===== src/rtl/dmem_arbiter.sv =====
// dmem_arbiter: shares the data-memory port between the MEM stage (default priority) and a debug port.
// Define DMEM_ARB_STARVE_EN to add the starvation counter and the one-cycle FORCE slot.
module dmem_arbiter #(
    parameter int DATA_W     = 32,
    parameter int DM_ADDRESS = 9,
    parameter int MAX_WAIT   = 8
) (
    input  logic                  clk,
    input  logic                  reset,
    input  logic                  pipe_rd,
    input  logic                  pipe_wr,
    input  logic [DM_ADDRESS-1:0] pipe_addr,
    input  logic [DATA_W-1:0]     pipe_wdata,
    input  logic [2:0]            pipe_func3,
    output logic [DATA_W-1:0]     pipe_rdata,
    output logic                  pipe_stall,
    input  logic                  dbg_valid,
    output logic                  dbg_ready,
    input  logic                  dbg_we,
    input  logic [DM_ADDRESS-1:0] dbg_addr,
    input  logic [DATA_W-1:0]     dbg_wdata,
    output logic                  dbg_rvalid,
    output logic [DATA_W-1:0]     dbg_rdata,
    output logic                  mem_rd,
    output logic                  mem_wr,
    output logic [DM_ADDRESS-1:0] mem_addr,
    output logic [DATA_W-1:0]     mem_wdata,
    output logic [2:0]            mem_func3,
    input  logic [DATA_W-1:0]     mem_rdata
);
    logic              pipe_act;
    logic              dbg_sel;
    logic              dbg_rvalid_d, dbg_rvalid_q;
    logic [DATA_W-1:0] dbg_rdata_d, dbg_rdata_q;

    assign pipe_act = pipe_rd | pipe_wr;

`ifdef DMEM_ARB_STARVE_EN
    typedef enum logic {NORM, FORCE} state_t;
    localparam int CW = $clog2(MAX_WAIT + 1);

    state_t        state_q, state_d;
    logic [CW-1:0] wcnt_q, wcnt_d;
    logic          pipe_stall_q, pipe_stall_d;

    always_comb begin
        state_d = NORM;
        wcnt_d  = '0;
        if (state_q == NORM && dbg_valid && pipe_act) begin
            if (wcnt_q == CW'(MAX_WAIT - 1))
                state_d = FORCE;
            else
                wcnt_d = (wcnt_q == CW'(MAX_WAIT)) ? wcnt_q : wcnt_q + 1'b1;
        end
        pipe_stall_d = state_d == FORCE;
    end

    always_ff @(posedge clk) begin
        if (reset) begin
            state_q      <= NORM;
            wcnt_q       <= '0;
            pipe_stall_q <= 1'b0;
        end else begin
            state_q      <= state_d;
            wcnt_q       <= wcnt_d;
            pipe_stall_q <= pipe_stall_d;
        end
    end

    // In FORCE the pipeline is frozen, so its access is dropped and replayed next cycle.
    assign dbg_sel    = (state_q == FORCE) || !pipe_act;
    assign pipe_stall = pipe_stall_q;
`else
    logic unused_cfg;

    assign unused_cfg = MAX_WAIT > 0;
    assign dbg_sel    = !pipe_act;
    assign pipe_stall = 1'b0;
`endif

    assign dbg_ready  = dbg_valid & dbg_sel;
    assign mem_rd     = dbg_sel ? dbg_ready & ~dbg_we : pipe_rd;
    assign mem_wr     = dbg_sel ? dbg_ready & dbg_we : pipe_wr;
    assign mem_addr   = dbg_sel ? dbg_addr : pipe_addr;
    assign mem_wdata  = dbg_sel ? dbg_wdata : pipe_wdata;
    assign mem_func3  = dbg_sel ? 3'b010 : pipe_func3;
    assign pipe_rdata = mem_rdata;

    always_comb begin
        dbg_rvalid_d = dbg_ready & ~dbg_we;
        dbg_rdata_d  = dbg_rvalid_d ? mem_rdata : dbg_rdata_q;
    end

    always_ff @(posedge clk) begin
        if (reset) begin
            dbg_rvalid_q <= 1'b0;
            dbg_rdata_q  <= '0;
        end else begin
            dbg_rvalid_q <= dbg_rvalid_d;
            dbg_rdata_q  <= dbg_rdata_d;
        end
    end

    assign dbg_rvalid = dbg_rvalid_q;
    assign dbg_rdata  = dbg_rdata_q;
endmodule


===== config.mk =====
export PLATFORM = sky130hd
export DESIGN_NAME = dmem_arbiter
export DESIGN_NICKNAME = d
export VERILOG_FILES = /design/src/rtl/dmem_arbiter.sv
export SDC_FILE = /design/constraint.sdc
export NUM_CORES = 1
export LEC_CHECK = 0
export ABC_AREA = 0
export BUFFER_PORTS_ARGS = -buffer_cell sky130_fd_sc_hd__buf_4
export CAP_MARGIN = 20
export CELL_PAD_IN_SITES_DETAIL_PLACEMENT = 1
export CELL_PAD_IN_SITES_GLOBAL_PLACEMENT = 2
export CORE_MARGIN = 2
export CORE_UTILIZATION = 19
export DETAILED_ROUTE_END_ITERATION = 10
export PLACE_DENSITY_LB_ADDON = 0.08
export SYNTH_ARGS = -nofsm -noshare
export SYNTH_HDL_FRONTEND = slang
export SYNTH_SLANG_ARGS = --single-unit
export TNS_END_PERCENT = 5

===== constraint.sdc =====
create_clock -name clk -period 3.8 [get_ports clk]
set_input_delay 1.14 -clock clk [delete_from_list [all_inputs] [get_ports clk]]
set_output_delay 1.14 -clock clk [all_outputs]
set_load 0.005 [all_outputs]

# --- Word-level counts from Yosys, hierarchy flattened ---
# Cells that the tools add are included.
word_totals:
  ff_bits: 33
  in_bits: 123
  output_inout_bits: 113
  wordCells: 13
classes:
  mux: 5
  n_bitwise: 5
  reduce_logical: 1
ops:
  columns: ["op", "n"]
  rows:
  - ["32-bit two-way mux", 1]
  - ["9-bit two-way mux", 1]
  - ["1-bit bitwise AND", 3]
  - ["3-bit two-way mux", 1]
  - ["1-bit two-way mux", 2]
  - ["1-bit logical NOT", 1]
  - ["1-bit NOT", 1]
  - ["1-bit OR", 1]

# --- Longest topological paths before layout ---
depth:
  ltp_word: 5
  ltp_mapped: 4
  ltp_nobuf: 2

# --- Worst setup path after synthesis ---
# No wires, ideal clock.
synth_path:
  kind: "input-to-output"
  start: "input pipe_wr"
  end: "output mem_addr[3]"
  arrival_time_ns: 1.863
  t_required_ns: 2.660
  setup_slack_ns: 0.797
  cell_stages: 3
  path_buffers: 1
  path_cell_list: "nor2_4 -> buf_4 -> mux2_2"
synth_via:
  elab_chain_cells: 2
synth_lines:
  columns: ["element", "line_no", "text"]
  rows:
  - ["start, declared", "11", "input logic pipe_wr,"]
  - ["1-bit OR", "36", "assign pipe_act = pipe_rd | pipe_wr;"]
  - ["9-bit two-way mux", "84", "assign mem_addr = dbg_sel ? dbg_addr : pipe_addr;"]
  - ["end, declared", "26", "output logic [DM_ADDRESS-1:0] mem_addr,"]
# Every way passes these cells.

# --- Worst setup path after layout ---
layout_path:
  start: "input pipe_wr"
  end: "output mem_wdata[9]"
layout_via:
  elab_chain_cells: 2
layout_lines:
  columns: ["element", "line_no", "text"]
  rows:
  - ["1-bit OR", "36", null]
  - ["32-bit two-way mux", "85", "assign mem_wdata = dbg_sel ? dbg_wdata : pipe_wdata;"]
  - ["end, declared", "27", "output logic [DATA_W-1:0] mem_wdata,"]
# Every way passes these cells.

==> metrics.cfg <==
[route]
totalWireLength_um=8830
ant_nets=0
via_per_inst=4.04
wl_per_cell_um=15.4
firstDrtPassIters=4
first_iter_violations=48
drc=0
vias=2313

[synth]
syn_area_um2=2300
syn_avg_cell_area_um2=10.0
ys_warn_count=0
synth_seq_cells=33
ys_seq_area_share_pct=28.8
syn_nets=352
syn_inst=229
synth_cell_types=17

[worst_setup_path]
cp_cell_sequence=buf_4, nor2_4, buf_12, mux2_2, buf_4
startpoint_type=input pin
cp-end-kind=output pin
worstPathMaxFanout=43
cp.arrival_ns=2.23
path_class=in -> out
cp_slowest_cell=mux2_2
crit_buf_inv=3
cpMostUsedCell=buf_4
crit_family=buffers and inverters
worstPathRequired_ns=2.66
slowest_delay_ns=0.38

[timing]
drv_slew=0
slew-limit-headroom_pct=60.8
fin_crit_sh_pct=88.8
hold_violations=0
finalClockSkew_ns=0
layout_min_cycle_time_ns=3.37
rsz0062_at_grt=false
tightest_slew_ns=0.588
setup_tns_ns=0
worst_slack_ns=0.427
setup_violations=0
fmax_mhz=296

[cts]
hold_buffers=0
htreeDepth=2
cts_root_buf=clkbuf_16
worst_skew_pair.late_latency_ns=0.27
cts.sinks=33
clk_pin_slew_ns=0.06
cts_made_buffers=5
post_cts_resized=0
post_cts_buffers=0
cts_tree=yes
clock_path_buffers=2

[global_routing]
grt_pass1_vias=2485
grt_pass1_wl_um=13200
gr-total-overflow=0
antenna_found_initial=0
gr-usage-all-layers_pct=13.2
grt_max_degree=66

[pwr]
ir_worst_vdd_v=0.000241
power_per_cell_area_nw_per_um2=263
leakage_nw=1.88

[die]
num_io_pins=236
row_count=40
core_area_um2=11900
start_util_pct=19.3
die-area_um2=13000
die_h_um=114
die_width_um=114

[final_layout]
fin_cells=572
fin_nets=547
area_growth_pct=75.9
final_area_um2=4040
drive_gt1_share_pct=67.5
final_cell_mix=buf_4 (235), nand2b_1 (64), mux2_2 (39)
nFillCells=1389
diodes=0
layout_commonest_cell=buf_4
final_core_util_pct=33.9

[min_path]
min_path_type=reg -> reg

[place]
io_buffers=234
pre_cts_ws_ns=0.411
place_inst=564
dp_hpwl_um=7290
dpl_cell_area_um2=3900
gp_congestion=0.781

[run]
max-cap-violations=0

[run_status]
run_status=completed

[registers in the layout, indices dropped and copies added (netlist names)]
| name | count |
|---|---|
| dbg_rvalid | 1 |
| dbg_rdata | 32 |
[cell families (layout without fill, tap and decap cells)]
logic type             count (synthesis)  after routing  synth area share [%]
other                                  1              1                 0.163
AOI/OAI and AO/OA                      1              1                 0.327
muxes                                 73             73                  34.0
DFF                                   33             33                  28.8
buffers and inverters                 48            244                  16.3
and+or+nand+nor                       73             73                  20.4
[per-stage QoR]
step	hold WS [ns]	power, mW
2_1_floorplan	0.465	0.491
3_3_place_gp	0.460	0.674
3_5_place_dp	0.464	0.677
4_1_cts	0.478	1.09
5_1_grt	0.500	1.13
6_report	0.472	1.06
[worst reg2reg max path, cell delays in order, from the launching register on]
cell and delay, ns:
dfxtp_1 0.34, nand2b_1 0.06, mux2i_1 0.13
[path summary, 6_finish.rpt]
| check | start | endpoint | slack [ns] | cells after the start |
|---|---|---|---|---|
| min reg2reg | dbg_rdata[10] | dbg_rdata[10] | 0.47 | 2 |
| min | dbg_rdata[10] | dbg_rdata[10] | 0.47 | 2 |
| max reg2reg | dbg_rdata[17] | dbg_rdata[17] | 3.20 | 2 |
| max | pipe_wr | mem_wdata[9] | 0.43 | 5 |
[power breakdown]
| part | total, mW | internal, mW | switching, mW |
|---|---|---|---|
| clock network | 0.401 | 0.240 | 0.160 |
| logic | 0.305 | 0.207 | 0.0983 |
| registers | 0.358 | 0.354 | 0.00391 |
| total | 1.06 | 0.801 | 0.263 |
[area by class of cell]
class	instances	area (um^2)	share of cell area, %
repair buffers	236	1780	44.1
flip-flops and latches	33	661	16.3
multi-input cells	148	1270	31.4
clock inverters	3	17.5	0.433
well taps	147	184	4.55
clock buffers	5	125	3.10
[layer usage]
metal  up-vias  track usage (%)  wire length (um)
met2       126             25.1              4760
met1      1066             13.1              2970
met5         -                0                 0
met4         0             4.39               204
li1       1110                -                 -
met3        11             4.99               893
[cell usage after synthesis, drive strengths merged]
cell type,n,area share [%]
nor4b,1,0.65
dfxtp,33,29
buf,41,15
nand2b,64,17
mux2,41,20
nor2b,3,0.82
or2,2,0.54
nor2,1,0.49
nand2,1,0.16
conb,1,0.16
and2,1,0.27
clkbuf,7,1.1
o21bai,1,0.33
mux2i,32,14
Power figures use the tool's default switching activity.
